==> src/rtl/rpn_pkg.sv <==
// Shared definitions for the RPN calculator controller: command codes,
// FSM state encoding and default datapath sizes.
package rpn_pkg;

    localparam int W_DEF     = 8;
    localparam int AW_DEF    = 3;
    localparam int DEPTH_DEF = 8;

    localparam logic [1:0] CMD_PUSH = 2'b00;
    localparam logic [1:0] CMD_ADD  = 2'b01;
    localparam logic [1:0] CMD_SUB  = 2'b10;
    localparam logic [1:0] CMD_MUL  = 2'b11;

    typedef enum logic [2:0] {
        ST_IDLE     = 3'd0,
        ST_PUSH_WR  = 3'd1,
        ST_RD_B     = 3'd2,
        ST_RD_A     = 3'd3,
        ST_EXEC     = 3'd4,
        ST_WAIT_ALU = 3'd5,
        ST_WB       = 3'd6
    } state_t;

    // True when the command only needs the incoming operand (no stack reads).
    function automatic logic cmd_is_push(input logic [1:0] cmd);
        return (cmd == CMD_PUSH);
    endfunction

endpackage

==> src/rtl/rpn_key_sync.sv <==
// Synchronises an active-low push button into the clock domain and emits a
// single-cycle pulse on each press (synchronised high->low transition).
module rpn_key_sync (
    input  logic clk,
    input  logic rst_n,
    input  logic srst,
    input  logic key_n,
    output logic fall
);

    logic meta_r;
    logic sync_r;
    logic prev_r;
    logic fall_r;

    // Two-flop synchronizer, edge-history flop and registered press pulse.
    always_ff @(posedge clk or negedge rst_n) begin
        if (!rst_n) begin
            meta_r <= 1'b1;
            sync_r <= 1'b1;
            prev_r <= 1'b1;
            fall_r <= 1'b0;
        end else if (srst) begin
            meta_r <= 1'b1;
            sync_r <= 1'b1;
            prev_r <= 1'b1;
            fall_r <= 1'b0;
        end else begin
            meta_r <= key_n;
            sync_r <= meta_r;
            prev_r <= sync_r;
            fall_r <= prev_r & ~sync_r;
        end
    end

    assign fall = fall_r;

endmodule

==> src/rtl/rpn_ctrl.sv <==
// Sequencing controller for the RPN calculator: turns Enter presses into
// stack-RAM reads/writes and ALU transactions, and owns the stack pointer,
// the cached top-of-stack and the sticky error flags.
module rpn_ctrl
    import rpn_pkg::*;
#(
    parameter int W     = W_DEF,
    parameter int AW    = AW_DEF,
    parameter int DEPTH = DEPTH_DEF
) (
    input  logic          CLOCK_50,
    input  logic          rst_n,
    input  logic          enter_n,
    input  logic [1:0]    sw_cmd,
    input  logic [W-1:0]  sw_data,
    output logic [AW-1:0] mem_addr,
    output logic [W-1:0]  mem_wdata,
    output logic          mem_we,
    input  logic [W-1:0]  mem_rdata,
    output logic [1:0]    alu_op,
    output logic [W-1:0]  alu_a,
    output logic [W-1:0]  alu_b,
    output logic          alu_start,
    input  logic [W-1:0]  alu_result,
    input  logic          alu_done,
    output logic [W-1:0]  top,
    output logic [AW:0]   depth,
    output logic          busy,
    output logic          err_underflow,
    output logic          err_overflow
);

    logic accept_s;

    state_t        state_r,      state_nxt_s;
    logic [AW:0]   depth_r,      depth_nxt_s;
    logic [W-1:0]  top_r,        top_nxt_s;
    logic [1:0]    cmd_r,        cmd_nxt_s;
    logic [W-1:0]  data_r,       data_nxt_s;
    logic [W-1:0]  res_r,        res_nxt_s;
    logic [W-1:0]  alu_a_r,      alu_a_nxt_s;
    logic [W-1:0]  alu_b_r,      alu_b_nxt_s;
    logic          alu_start_r,  alu_start_nxt_s;
    logic          err_uf_r,     err_uf_nxt_s;
    logic          err_of_r,     err_of_nxt_s;
    logic          mem_we_r,     mem_we_nxt_s;
    logic [AW-1:0] mem_addr_r,   mem_addr_nxt_s;
    logic [W-1:0]  mem_wdata_r,  mem_wdata_nxt_s;

    logic [AW-1:0] addr_m1_s;
    logic [AW-1:0] addr_m2_s;

    rpn_key_sync u_enter_sync (
        .clk   (CLOCK_50),
        .rst_n (rst_n),
        .srst  (1'b0),
        .key_n (enter_n),
        .fall  (accept_s)
    );

    // Addresses of the top and second entries, truncated to the RAM width.
    always_comb begin
        addr_m1_s = AW'(depth_r - (AW+1)'(1));
        addr_m2_s = AW'(depth_r - (AW+1)'(2));
    end

    // Next-state and next-output logic; RAM/ALU strobes are computed one
    // cycle ahead so they can be driven straight from flops.
    always_comb begin
        state_nxt_s     = state_r;
        depth_nxt_s     = depth_r;
        top_nxt_s       = top_r;
        cmd_nxt_s       = cmd_r;
        data_nxt_s      = data_r;
        res_nxt_s       = res_r;
        alu_a_nxt_s     = alu_a_r;
        alu_b_nxt_s     = alu_b_r;
        alu_start_nxt_s = 1'b0;
        err_uf_nxt_s    = err_uf_r;
        err_of_nxt_s    = err_of_r;
        mem_we_nxt_s    = 1'b0;
        mem_addr_nxt_s  = {AW{1'b0}};
        mem_wdata_nxt_s = {W{1'b0}};

        case (state_r)
            ST_IDLE: begin
                if (accept_s) begin
                    cmd_nxt_s    = sw_cmd;
                    data_nxt_s   = sw_data;
                    err_uf_nxt_s = 1'b0;
                    err_of_nxt_s = 1'b0;
                    if (cmd_is_push(sw_cmd)) begin
                        if (depth_r == (AW+1)'(DEPTH)) begin
                            err_of_nxt_s = 1'b1;
                        end else begin
                            state_nxt_s     = ST_PUSH_WR;
                            mem_we_nxt_s    = 1'b1;
                            mem_addr_nxt_s  = depth_r[AW-1:0];
                            mem_wdata_nxt_s = sw_data;
                        end
                    end else begin
                        if (depth_r < (AW+1)'(2)) begin
                            err_uf_nxt_s = 1'b1;
                        end else begin
                            state_nxt_s    = ST_RD_B;
                            mem_addr_nxt_s = addr_m1_s;
                        end
                    end
                end else begin
                    state_nxt_s = ST_IDLE;
                end
            end
            ST_PUSH_WR: begin
                depth_nxt_s = depth_r + (AW+1)'(1);
                top_nxt_s   = data_r;
                state_nxt_s = ST_IDLE;
            end
            ST_RD_B: begin
                mem_addr_nxt_s = addr_m2_s;
                state_nxt_s    = ST_RD_A;
            end
            ST_RD_A: begin
                // RAM now returns the entry addressed during RD_B (the top).
                alu_b_nxt_s = mem_rdata;
                state_nxt_s = ST_EXEC;
            end
            ST_EXEC: begin
                alu_a_nxt_s     = mem_rdata;
                alu_start_nxt_s = 1'b1;
                state_nxt_s     = ST_WAIT_ALU;
            end
            ST_WAIT_ALU: begin
                if (alu_done) begin
                    res_nxt_s       = alu_result;
                    mem_we_nxt_s    = 1'b1;
                    mem_addr_nxt_s  = addr_m2_s;
                    mem_wdata_nxt_s = alu_result;
                    state_nxt_s     = ST_WB;
                end else begin
                    state_nxt_s = ST_WAIT_ALU;
                end
            end
            ST_WB: begin
                depth_nxt_s = depth_r - (AW+1)'(1);
                top_nxt_s   = res_r;
                state_nxt_s = ST_IDLE;
            end
            default: begin
                state_nxt_s = ST_IDLE;
            end
        endcase
    end

    // State, stack bookkeeping and registered output flops.
    always_ff @(posedge CLOCK_50 or negedge rst_n) begin
        if (!rst_n) begin
            state_r     <= ST_IDLE;
            depth_r     <= {(AW+1){1'b0}};
            top_r       <= {W{1'b0}};
            cmd_r       <= 2'b00;
            data_r      <= {W{1'b0}};
            res_r       <= {W{1'b0}};
            alu_a_r     <= {W{1'b0}};
            alu_b_r     <= {W{1'b0}};
            alu_start_r <= 1'b0;
            err_uf_r    <= 1'b0;
            err_of_r    <= 1'b0;
            mem_we_r    <= 1'b0;
            mem_addr_r  <= {AW{1'b0}};
            mem_wdata_r <= {W{1'b0}};
        end else begin
            state_r     <= state_nxt_s;
            depth_r     <= depth_nxt_s;
            top_r       <= top_nxt_s;
            cmd_r       <= cmd_nxt_s;
            data_r      <= data_nxt_s;
            res_r       <= res_nxt_s;
            alu_a_r     <= alu_a_nxt_s;
            alu_b_r     <= alu_b_nxt_s;
            alu_start_r <= alu_start_nxt_s;
            err_uf_r    <= err_uf_nxt_s;
            err_of_r    <= err_of_nxt_s;
            mem_we_r    <= mem_we_nxt_s;
            mem_addr_r  <= mem_addr_nxt_s;
            mem_wdata_r <= mem_wdata_nxt_s;
        end
    end

    assign mem_addr      = mem_addr_r;
    assign mem_wdata     = mem_wdata_r;
    assign mem_we        = mem_we_r;
    assign alu_op        = cmd_r;
    assign alu_a         = alu_a_r;
    assign alu_b         = alu_b_r;
    assign alu_start     = alu_start_r;
    assign top           = top_r;
    assign depth         = depth_r;
    assign busy          = (state_r != ST_IDLE);
    assign err_underflow = err_uf_r;
    assign err_overflow  = err_of_r;

endmodule

==> config.mk <==
export PLATFORM = sky130hd
export DESIGN_NAME = rpn_ctrl
export DESIGN_NICKNAME = d
export VERILOG_FILES = /design/src/rtl/rpn_pkg.sv /design/src/rtl/rpn_key_sync.sv /design/src/rtl/rpn_ctrl.sv
export SDC_FILE = /design/constraint.sdc
export NUM_CORES = 1
export LEC_CHECK = 0
export CAP_MARGIN = 20
export CORE_MARGIN = 4
export CORE_UTILIZATION = 52
export CTS_CLUSTER_SIZE = 28
export DETAILED_ROUTE_END_ITERATION = 12
export GPL_TIMING_DRIVEN = 0
export PLACE_DENSITY_LB_ADDON = 0.15
export SLEW_MARGIN = 20
export SYNTH_ARGS = -nofsm -noshare
export SYNTH_HDL_FRONTEND = slang
export SYNTH_SLANG_ARGS = --single-unit
==> constraint.sdc <==
create_clock -name CLOCK_50 -period 3.6 [get_ports CLOCK_50]
set_clock_uncertainty 0.15 [all_clocks]
set_input_delay 0.54 -clock CLOCK_50 [delete_from_list [all_inputs] [get_ports CLOCK_50]]
set_output_delay 0.54 -clock CLOCK_50 [all_outputs]
set_load 0.05 [all_outputs]
==> run_results.csv, run 1 <==
group,metric,value,unit
critical_path,path_depth,3,
layout,final_cells,445,
place,place_congestion,0.878,
critical_path,critical-path-top-delay-family,"buffers and inverters",
critical_path,worstReg2RegEnd,"state_r[1]$_DFFE_PN0P_",
synthesis,postSynthCellCount,281,
timing,grt_setup_unrepaired,"false",
layout,num_antenna_cells,0,
detailed_routing,wl_per_cell,16.8,um
detailed_routing,first_iter_violations,161,
clock_tree,postCtsHoldBufs,0,
critical_path,worstSetupPathType,"reg -> out",
layout,final_nets,404,
status,status,"finished, violations left",
synthesis,syn-cell-area,2990,sq um
timing,final.min_clock_period,2700,ps
clock_tree,cts_made_buffers,9,
critical_path,rrSetupSlack,1550,ps
critical_path,crit_start,"state_r[0]$_DFFE_PN0P_",
detailed_routing,drt_first_pass_iters,4,
floorplanning,start_util,0.539,
global_route,grt_max_degree,36,
detailed_routing,via_per_inst,5.52,
critical_path,crit_chain,"or3_1 > buf_6 > clkdlybuf4s50_1",
synthesis,async_flop_share,1.00,
timing,period_share,0.750,
layout,final_cell_mix,"74 x clkdlybuf4s50_1, 72 x nand2_1, 65 x dfrtp_1",
critical_path,required,2910,ps
layout,final_common_cell,"clkdlybuf4s50_1",
detailed_routing,vias,2456,
layout,syn_to_final_growth,36.0,%
min_path,hold_class,"in -> async",
layout,postLayoutCellArea,4060,sq um
critical_path,worstSetupEndpointType,"primary output",
clock_tree,cts_resized,0,
synthesis,avgSynthCellArea,10.6,sq um
critical_path,worst-path-buf-inv,2,
timing,finalHoldViolCount,6,
synthesis,yosysWarnings,0,
layout,layout-drive-gt1-share,0.131,
floorplanning,dieHeight,83.8,um
critical_path,r2r-start,"depth[1]$_DFFE_PN0P_",
synthesis,synth-edff-count,0,
floorplanning,die_width,83.8,um
layout,final_util,0.733,
clock_tree,cts_tree,"built",
global_route,grt_pass1_vias,2542,
synthesis,ys_ff_latch,68,
timing,layout_setup_ws,901,ps
floorplanning,die_area,7020,sq um
critical_path,r2r_cells,6,
timing,tns,0,ps
timing,holdWs,-9.96,ps
detailed_routing,ant_nets,0,
synthesis,synthesis.nets,317,
synthesis,synth_seq_area_share,0.571,
pwr,peakVddDrop,599,uV
timing,slew_headroom,0.623,
critical_path,cpMaxStageDelayCell,"clkdlybuf4s50_1",
synthesis,synth_ff_type,"dfrtp_1",
timing,slew_viol_final,0,
global_route,track_usage,0.229,
floorplanning,core,5540,sq um
clock_tree,cts_root_buffer,"clkbuf_8",
place,hpwl,5170,um
pwr,power.density,975,nW/um^2
global_route,antenna_found_initial,0,
place,port_buffers,75,
timing,worst_pin_slew,565,ps
timing,setup_viol,0,
detailed_routing,drc_errors,0,
pwr,leakagePower,1.81,nW
critical_path,crit_arrival,2010,ps
critical_path,endpoint,"busy",
global_route,grt.overflow.total,0,
floorplanning,io_pins,76,
status,failed_checks,"negative hold slack",
place,dpl-instance-area,3840,sq um
clock_tree,clk-insertion-delay-late,340,ps
clock_tree,cts_htree_levels,3,
synthesis,ys_types,40,
clock_tree,cts.sink_count,68,
place,dp_slack,1260,ps
critical_path,cp-start-kind,"register",
global_route,grt_pass1_wl,12800,um
detailed_routing,finalWirelength,7470,um
timing,clock.fmax,0.370,GHz
critical_path,crit_fanout,7,
critical_path,cpPeakStageDelay,700,ps
floorplanning,row_count,27,
clock_tree,post_cts_buffers,0,
job,cap_viol_max_count,0,
clock_tree,clock_path_buffers,2,
place,dp_cells,429,
clock_tree,cts.clk_slew.worst_paths,70,ps
## cell usage after synthesis, types with 2 or more instances
cell type / count / share of area
o22ai_1: 9 / 0.019
a31oi_1: 3 / 0.0063
nor2_1: 6 / 0.0075
a21oi_1: 5 / 0.0084
inv_1: 6 / 0.0075
o21ai_0: 17 / 0.028
buf_2: 4 / 0.0067
nand3_1: 4 / 0.0067
nor3_1: 9 / 0.015
o31ai_1: 2 / 0.0050
mux2_2: 16 / 0.060
a22o_1: 2 / 0.0059
dfrtp_1: 65 / 0.54
nor2b_1: 12 / 0.025
o311a_1: 8 / 0.027
xnor2_1: 3 / 0.0088
ha_1: 6 / 0.025
clkbuf_1: 7 / 0.0088
dfstp_2: 3 / 0.026
nand2_1: 72 / 0.090
buf_6: 3 / 0.011
## kinds of logic after synthesis
| family | synth area share |
|---|---|
| AND/OR/NAND/NOR | 0.167 |
| flip-flops | 0.571 |
| AO/OA/AOI/OAI | 0.129 |
| buffers and inverters | 0.0381 |
| multiplexers | 0.0603 |
| adder cells (fa/ha/maj) | 0.0251 |
| XOR/XNOR | 0.00880 |
## metrics by stage
step,power [mW],hold WS (ps)
finish,3.96,-9.96
global route,4.18,8.39
CTS,3.98,0.896
detailed placement,3.28,199
global placement,3.22,197
floorplan,2.61,94.4
## metal layers
layer  vias to the layer above  track usage  part of all wire
met2                        86        0.367              0.49
met3                        10       0.0701             0.076
met4                         0       0.0658             0.013
met5                         -            0                 0
li1                       1155            -                 -
met1                      1205        0.302              0.42
## how the worst min path moves through the flow
stage | from | end | slack, ps
finish | rst_n | mem_wdata[5]$_DFF_PN0_ | -10
detailed placement | u_enter_sync.meta_r$_DFF_PN1_ | u_enter_sync.sync_r$_DFF_PN1_ | 200
global route | rst_n | mem_wdata[5]$_DFF_PN0_ | 8
floorplan | rst_n | alu_a[0]$_DFFE_PN0P_ | 90
global placement | u_enter_sync.meta_r$_DFF_PN1_ | u_enter_sync.sync_r$_DFF_PN1_ | 200
CTS | rst_n | mem_wdata[4]$_DFF_PN0_ | 0.9
## power breakdown
part	switching (mW)	internal (mW)
logic	1.26	0.746
registers	0.219	1.05
clock network	0.277	0.408
## final cells by class
cell class	instances	area [sq um]
Sequential cell	68	1710
Fill cell	418	1480
Multi-Input combinational cell	191	1170
Timing Repair Buffer	76	768
Clock buffer	12	145
Buffer	16	91.3
Tap cell	72	90.1
Clock inverter	4	72.6
Inverter	6	22.5
## registers in the layout (all words and copies together), names as in the netlist
signal / flops
u_enter_sync.sync_r: 1
mem_we: 1
res_r: 8
mem_wdata: 8
top: 8
state_r: 3
err_overflow: 1
alu_b: 8
u_enter_sync.meta_r: 1
u_enter_sync.fall: 1
err_underflow: 1
alu_op: 2
mem_addr: 3
depth: 4
alu_a: 8
data_r: 8
alu_start: 1
u_enter_sync.prev_r: 1
## worst reg2reg max path, cell delays in order (launching register included)
cell and delay [ps]:
dfrtp_1 480, inv_1 210, ha_1 250, nor4bb_1 230, a21oi_1 100, o41ai_2 400
a21oi_1 80
No activity file was read; power rests on OpenSTA's default activity.
==> inputs of run 2 (changes only) <==
--- a/config.mk
+++ b/config.mk
@@ -7,7 +7,7 @@
 export LEC_CHECK = 0
 export CAP_MARGIN = 20
 export CORE_MARGIN = 4
-export CORE_UTILIZATION = 52
+export CORE_UTILIZATION = 49
 export CTS_CLUSTER_SIZE = 28
 export DETAILED_ROUTE_END_ITERATION = 12
 export GPL_TIMING_DRIVEN = 0
==> constraint.sdc (replaced) <==
create_clock -name CLOCK_50 -period 2.5 [get_ports CLOCK_50]
set_clock_uncertainty 0.15 [all_clocks]
set_input_delay 0.375 -clock CLOCK_50 [delete_from_list [all_inputs] [get_ports CLOCK_50]]
set_output_delay 0.375 -clock CLOCK_50 [all_outputs]
set_load 0.05 [all_outputs]
==> run 2 against run 1 <==
Against the previous run:
- the flow now finishes without violations
- clock power is 16% higher
- register-to-register slack worse by 1100 ps
- global-route usage down 1.6 points
- first-iteration DRC count shrank 15%
- combinational power rose by 43%
- sequential share of layout area is 0.26 points higher
- flip-flop and latch count unchanged
- worst hold slack gained 220 ps
- critical path depth stayed put
- sequential power up 44%
- die area rose by 5.5%
- largest cell class unchanged
==> run_results.csv, run 2 (same netlist as run 1, synthesis figures left out) <==
group,metric,value,unit
global_route,grt_pass1_vias,2454,
layout,register_area,1710,sq um
clock_tree,post_cts_buffers,0,
layout,final_cell_mix,"73 x clkdlybuf4s50_1, 72 x nand2_1, 65 x dfrtp_1",
detailed_routing,via_per_inst,5.41,
layout,final_util,0.682,
place,port_buffers,75,
layout,multi_input_area,1170,sq um
place,place_congestion,0.883,
global_route,antenna_found_initial,0,
floorplanning,row_count,28,
timing,slew_viol_final,0,
global_route,track_usage,0.213,
timing,grt_setup_unrepaired,"false",
pwr,pwr-share-comb,0.521,
place,dpl-instance-area,3860,sq um
min_path,hold_class,"reg -> reg",
critical_path,crit_arrival,1730,ps
detailed_routing,finalWirelength,7260,um
timing,finalHoldViolCount,0,
pwr,seqPwrFrac,0.333,
timing,slew_headroom,0.651,
pwr,clkPwrFrac,0.146,
clock_tree,clk-insertion-delay-late,330,ps
floorplanning,io_pins,76,
pwr,p_sw_frac,0.454,
pwr,p_switching,2.49,mW
timing,period_share,0.902,
clock_tree,cts.clk_slew.worst_paths,70,ps
clock_tree,cts_made_buffers,9,
detailed_routing,drc_errors,0,
global_route,grt_pass1_wl,12100,um
clock_tree,cts_htree_levels,3,
detailed_routing,vias,2428,
clock_tree,cts_root_buffer,"clkbuf_8",
layout,syn_to_final_growth,35.2,%
floorplanning,dieHeight,86.1,um
global_route,grt.overflow.total,0,
place,hpwl,5140,um
floorplanning,die_area,7410,sq um
detailed_routing,wl_per_cell,16.2,um
job,cap_viol_max_count,0,
critical_path,worstSetupEndpointType,"primary output",
clock_tree,clock_path_buffers,2,
timing,final.min_clock_period,2250,ps
layout,postLayoutCellArea,4040,sq um
pwr,internal-power,2.99,mW
floorplanning,start_util,0.504,
detailed_routing,ant_nets,0,
detailed_routing,drt_first_pass_iters,4,
layout,final_common_cell,"clkdlybuf4s50_1",
timing,worst_pin_slew,522,ps
detailed_routing,first_iter_violations,137,
clock_tree,cts.sink_count,68,
pwr,peakVddDrop,757,uV
timing,clock.fmax,0.444,GHz
clock_tree,cts_tree,"built",
layout,final_nets,405,
timing,setup_viol,0,
critical_path,cp-start-kind,"register",
critical_path,crit_fanout,7,
floorplanning,core,5920,sq um
pwr,power.density,1360,nW/um^2
critical_path,required,1980,ps
global_route,grt_max_degree,48,
layout,n_fill_cell,486,
critical_path,worstSetupPathType,"reg -> out",
status,status,"finished, final reports clean",
layout,layout-drive-gt1-share,0.128,
pwr,leakagePower,1.80,nW
layout,num_antenna_cells,0,
floorplanning,die_width,86.1,um
run 2: cell count changes in the layout (fill, tap and decap cells not counted), sizes merged:
| cell | before | now |
|---|---|---|
| bufinv | 2 | 0 |
| clkbuf | 19 | 21 |
| clkdlybuf4s50 | 74 | 73 |
| clkinv | 1 | 2 |
| clkinvlp | 1 | 0 |
| dlygate4sd2 | 0 | 1 |
| dlygate4sd3 | 0 | 1 |
run 2: routing by layer:
metal,global-route usage,vias up,routed length [um]
met1,0.282,1209,3260
li1,-,1150,-
met3,0.0538,5,395
met4,0.0734,0,54
met2,0.342,64,3550
met5,0,-,0
run 2: layout make-up:
class,instances,area share
flip-flops and latches,68,0.422
well taps,75,0.0232
multi-input cells,191,0.289
inverters,6,0.00558
clock inverters,2,0.00248
repair buffers,77,0.194
plain buffers,16,0.0226
clock buffers,14,0.0403
run 2: repair_timing:
action | CTS | global route
resized for setup | 1 | 0
endpoints found under the hold margin | 21 | 0
endpoints found under the setup margin | 1 | 0
hold buffers | 1 | 0
run 2: power by group through the flow:
| stage | registers [mW] | clock network, mW | logic, mW |
|---|---|---|---|
| after floorplan | 2.75 | 0 | 1.01 |
| after global placement | 1.82 | 0 | 2.83 |
| after detailed placement | 1.83 | 0 | 2.87 |
| after CTS | 1.82 | 0.814 | 2.88 |
| after global routing | 1.88 | 0.870 | 3.04 |
| final | 1.83 | 0.798 | 2.86 |
run 2: worst paths after layout:
kind	start	end	slack, ps	cells after the start
max	state_r[0]$_DFFE_PN0P_	busy	250	3
min	u_enter_sync.meta_r$_DFF_PN1_	u_enter_sync.sync_r$_DFF_PN1_	210	0
max reg2reg	depth[1]$_DFFE_PN0P_	state_r[0]$_DFFE_PN0P_	500	6
min reg2reg	u_enter_sync.meta_r$_DFF_PN1_	u_enter_sync.sync_r$_DFF_PN1_	210	0
max in group asynchronous	rst_n	u_enter_sync.prev_r$_DFF_PN1_	1280	3
min in group asynchronous	rst_n	res_r[3]$_DFFE_PN0P_	330	2
run 2: through the flow:
stage	hold WS [ps]	TNS (ps)	instances	setup WS (ps)	power [mW]
floorplan	-70.6	0	281	462	3.76
global placement	196	-89810	431	-1360	4.65
detailed placement	147	0	432	272	4.71
CTS	213	0	449	230	5.51
global route	218	0	449	166	5.79
finish	213	0	449	246	5.48
run 2: worst max-delay path: stages (launching register included):
cell and delay, ps:
dfrtp_1 440, or3_1 390, buf_6 150, dlygate4sd2_1 410
==> inputs of run 3 (changes only) <==
--- a/config.mk
+++ b/config.mk
@@ -6,12 +6,15 @@
 export NUM_CORES = 1
 export LEC_CHECK = 0
 export CAP_MARGIN = 20
+export CELL_PAD_IN_SITES_DETAIL_PLACEMENT = 0
+export CELL_PAD_IN_SITES_GLOBAL_PLACEMENT = 1
 export CORE_MARGIN = 4
-export CORE_UTILIZATION = 49
+export CORE_UTILIZATION = 37
 export CTS_CLUSTER_SIZE = 28
 export DETAILED_ROUTE_END_ITERATION = 12
 export GPL_TIMING_DRIVEN = 0
 export PLACE_DENSITY_LB_ADDON = 0.15
+export SKIP_CTS_REPAIR_TIMING = 1
 export SLEW_MARGIN = 20
 export SYNTH_ARGS = -nofsm -noshare
 export SYNTH_HDL_FRONTEND = slang
==> run 3 against run 2 <==
Against the previous run:
- combinational power hardly changed
- sequential power about the same
- global-route usage is 4.7 points lower
- core utilization decreased by 15 points
- cell count up 6.0%
- design area grew 2.9%
- worst setup slack better by 24 ps
- non-clock buffer count stayed put
==> run_results.csv, run 3 (same netlist as run 1, synthesis figures left out) <==
group,metric,value,unit
global_route,antenna_found_initial,0,
pwr,power.total,5.81,mW
pwr,seqPwrFrac,0.313,
detailed_routing,wl_per_cell,15.9,um
critical_path,worst-path-buf-inv,1,
critical_path,crit_arrival,1700,ps
global_route,track_usage,0.167,
floorplanning,io_pins,76,
detailed_routing,vias,2372,
critical_path,cpPeakStageDelay,870,ps
clock_tree,cts.clk_slew.worst_paths,70,ps
detailed_routing,drc_errors,0,
floorplanning,row_count,32,
critical_path,required,1980,ps
clock_tree,cts_made_buffers,9,
critical_path,worstReg2RegEnd,"state_r[0]$_DFFE_PN0P_",
layout,final_common_cell,"clkdlybuf4s50_1",
timing,tns,0,ps
layout,final_cell_mix,"73 x clkdlybuf4s50_1, 72 x nand2_1, 65 x dfrtp_1",
floorplanning,die_width,97.8,um
critical_path,path_depth,1,
detailed_routing,finalWirelength,7560,um
place,dpl-instance-area,3890,sq um
pwr,pwr-share-comb,0.492,
clock_tree,cts_tree,"built",
critical_path,endpoint,"depth[1]",
critical_path,r2r_cells,6,
critical_path,cp-start-kind,"register",
timing,layout_setup_ws,270,ps
detailed_routing,via_per_inst,4.98,
clock_tree,cts_htree_levels,3,
critical_path,critical-path-top-delay-family,"buffers and inverters",
min_path,hold_class,"reg -> reg",
timing,holdWs,206,ps
global_route,grt_pass1_wl,12700,um
layout,syn_to_final_growth,39.0,%
place,place_congestion,0.761,
timing,grt_setup_unrepaired,"false",
global_route,grt_max_degree,46,
timing,final.min_clock_period,2230,ps
min_path,holdPathStages,0,
pwr,power.density,1400,nW/um^2
detailed_routing,drt_first_pass_iters,4,
critical_path,cpMaxStageDelayCell,"clkdlybuf4s50_1",
pwr,p_switching,2.51,mW
timing,slew_headroom,0.611,
timing,period_share,0.892,
pwr,internal-power,3.30,mW
place,port_buffers,75,
clock_tree,clock_path_buffers,2,
pwr,clkPwrFrac,0.195,
clock_tree,clk-insertion-delay-late,340,ps
job,cap_viol_max_count,0,
layout,num_antenna_cells,0,
floorplanning,core,7810,sq um
timing,slew_viol_final,0,
floorplanning,dieHeight,97.8,um
critical_path,worstSetupEndpointType,"primary output",
critical_path,rrSetupSlack,490,ps
global_route,grt.overflow.total,0,
pwr,peakVddDrop,612,uV
critical_path,crit_chain,"clkdlybuf4s50_1",
layout,postLayoutCellArea,4150,sq um
layout,n_fill_cell,739,
timing,setup_viol,0,
global_route,grt_pass1_vias,2503,
pwr,p_sw_frac,0.432,
layout,final_nets,405,
place,hpwl,5130,um
detailed_routing,first_iter_violations,73,
critical_path,crit_start,"depth[1]$_DFFE_PN0P_",
pwr,leakagePower,1.85,nW
timing,clock.fmax,0.449,GHz
floorplanning,die_area,9570,sq um
detailed_routing,ant_nets,0,
clock_tree,cts.sink_count,68,
place,dp_slack,212,ps
critical_path,worstSetupPathType,"reg -> out",
timing,finalHoldViolCount,0,
floorplanning,start_util,0.383,
clock_tree,cts_root_buffer,"clkbuf_8",
critical_path,r2r-start,"depth[1]$_DFFE_PN0P_",
critical_path,crit_fanout,8,
layout,layout-drive-gt1-share,0.134,
status,status,"finished, final reports clean",
timing,worst_pin_slew,583,ps
-- run 3: cell count changes in the layout (fill, tap and decap cells not counted) --
cell	before	now
clkbuf_1	10	8
dlymetal6s2s_1	0	1
dlygate4sd2_1	1	0
bufinv_16	0	3
clkinv_2	2	1
-- run 3: worst min-delay path by stage --
stage	end	startpoint
6_report	u_enter_sync.sync_r$_DFF_PN1_	u_enter_sync.meta_r$_DFF_PN1_
5_1_grt	u_enter_sync.sync_r$_DFF_PN1_	u_enter_sync.meta_r$_DFF_PN1_
4_1_cts	mem_wdata[4]$_DFF_PN0_	rst_n
3_5_place_dp	mem_wdata[4]$_DFF_PN0_	rst_n
3_3_place_gp	u_enter_sync.sync_r$_DFF_PN1_	u_enter_sync.meta_r$_DFF_PN1_
2_1_floorplan	alu_a[0]$_DFFE_PN0P_	rst_n
-- run 3: cell type report --
cell class,count,area [sq um],share of cell area
well taps,102,128,0.0307
multi-input cells,191,1170,0.281
flip-flops and latches,68,1710,0.411
repair buffers,77,788,0.190
plain buffers,16,91.3,0.0220
clock inverters,4,95.1,0.0229
clock buffers,12,155,0.0374
inverters,6,22.5,0.00542
-- run 3: routing by layer --
layer,global-route usage,up-vias,part of all wire
met4,0.0639,0,0.013
met5,0,-,0
met1,0.228,1150,0.48
met3,0.0364,8,0.051
met2,0.259,58,0.46
li1,-,1156,-
-- run 3: stage by stage --
| step | cells | util |
|---|---|---|
| after floorplan | 281 | - |
| after global placement | 458 | 0.495 |
| after detailed placement | 459 | 0.498 |
| after CTS | 475 | 0.530 |
| after global routing | 476 | 0.532 |
| final | 476 | 0.532 |
-- run 3: power by group through the flow --
| stage | combinational [mW] | sequential, mW | clock, mW |
|---|---|---|---|
| floorplan | 1.01 | 2.75 | 0 |
| global placement | 2.86 | 1.83 | 0 |
| detailed placement | 2.88 | 1.84 | 0 |
| CTS | 2.89 | 1.82 | 1.15 |
| global route | 3.05 | 1.88 | 1.20 |
| finish | 2.86 | 1.82 | 1.13 |
==> RTL change: new RTL, flow settings as in run 3 <==
Change the package constant `AW_DEF` from 3 to 4.
--- a/src/rtl/rpn_pkg.sv
+++ b/src/rtl/rpn_pkg.sv
@@ -4,5 +4,5 @@
 
     localparam int W_DEF     = 8;
-    localparam int AW_DEF    = 3;
+    localparam int AW_DEF    = 4;
     localparam int DEPTH_DEF = 8;
 
Interface: changed (resized depth and mem_addr); port bits go from 76 to 78. No check against the original RTL was run, so the function may have changed too.
==> RTL change against run 3 <==
  * Sequential cell count grew 2
  * Non-clock buffer count shrank 1
  * Design area grew 1.0%
  * Wire length shrank 5.1%
  * Setup slack lost 0.033 ns
  * Worst hold slack gained 0.0024 ns
  * Critical path depth is the same
  * Synthesized area grew 1.7%
  * Sequential share of layout area grew 0.78 points
  * Power shrank 3.4%
  * Critical endpoint unchanged
==> RTL change: results (changes against run 3) <==
metric,value,unit,change
stdcell_area,0.004195,sq mm,was 0.004153 sq mm
clockNetworkAreaShare,5.488,%,was 6.026%
dp_slack,0.1531,ns,was 0.2123 ns
layout-drive-gt1-share,16.53,%,was 13.37%
reg2reg_slack,0.29,ns,was 0.49 ns
n_all_buffers,92,,was 93
multi_input_area,0.001186,sq mm,was 0.001167 sq mm
clock-sinks,70,,was 68
track_usage,15.57,%,was 16.67%
grt_max_degree,40,,was 46
synthTopCellsByArea,"dfrtp_1, mux2_2, nand2_1",,"was dfrtp_1, nand2_1, mux2_2"
syn_area_per_cell,11.33,sq um,was 10.63 sq um
setup_ws,0.2379,ns,was 0.2705 ns
grt_pass1_wl,11.91,mm,was 12.66 mm
outcome,finished clean,,unchanged
multi_input_cells,179,,was 191
clock_buffers,9,,was 12
drtIter0Drc,114,,was 73
viasPerCell,4.968,,was 4.983
regArea,0.001755,sq mm,was 0.001705 sq mm
routed_wl,7.179,mm,was 7.564 mm
critical_path_arrival,1.74,ns,was 1.70 ns
vdd_drop_max,0.5969,mV,was 0.6123 mV
tightest_slew,0.8031,ns,was 0.5832 ns
buf_share,20.82,%,was 21.18%
fillers,745,,was 739
io_buffers,77,,was 75
RTL change: cell types whose count changed after synthesis, sizes merged, moves of 8 or more:
cell / run 3 / this run
or3: 1 / 12
o311a: 8 / 0
nor2b: 12 / 1
nor3: 9 / 1
nand2: 72 / 50
a21oi: 5 / 16
mux2: 16 / 26
RTL change: logic make-up after synthesis:
kind of cell | after synthesis | synth area share, %
compound gates | 54 | 10.14
fa+ha+maj | 7 | 2.884
xor+xnor | 4 | 1.154
flops | 70 | 57.81
mux | 27 | 9.971
simple gates | 87 | 14.92
buf+inv | 19 | 3.131
RTL change: metal layers:
metal / global-route usage [%] / wire length [microns] / up-vias
met5: 0 / 0 / -
met4: 5.987 / 46 / 0
met3: 3.680 / 385 / 4
met2: 23.92 / 3392 / 58
met1: 21.41 / 3355 / 1127
li1: - / - / 1121
RTL change: report_power, final:
group	switching, uW	leakage (uW)	internal [uW]	total [uW]
clock	471	0.000116	577	1050
sequential	269	0.000861	1560	1820
combinational	1730	0.000849	1020	2750
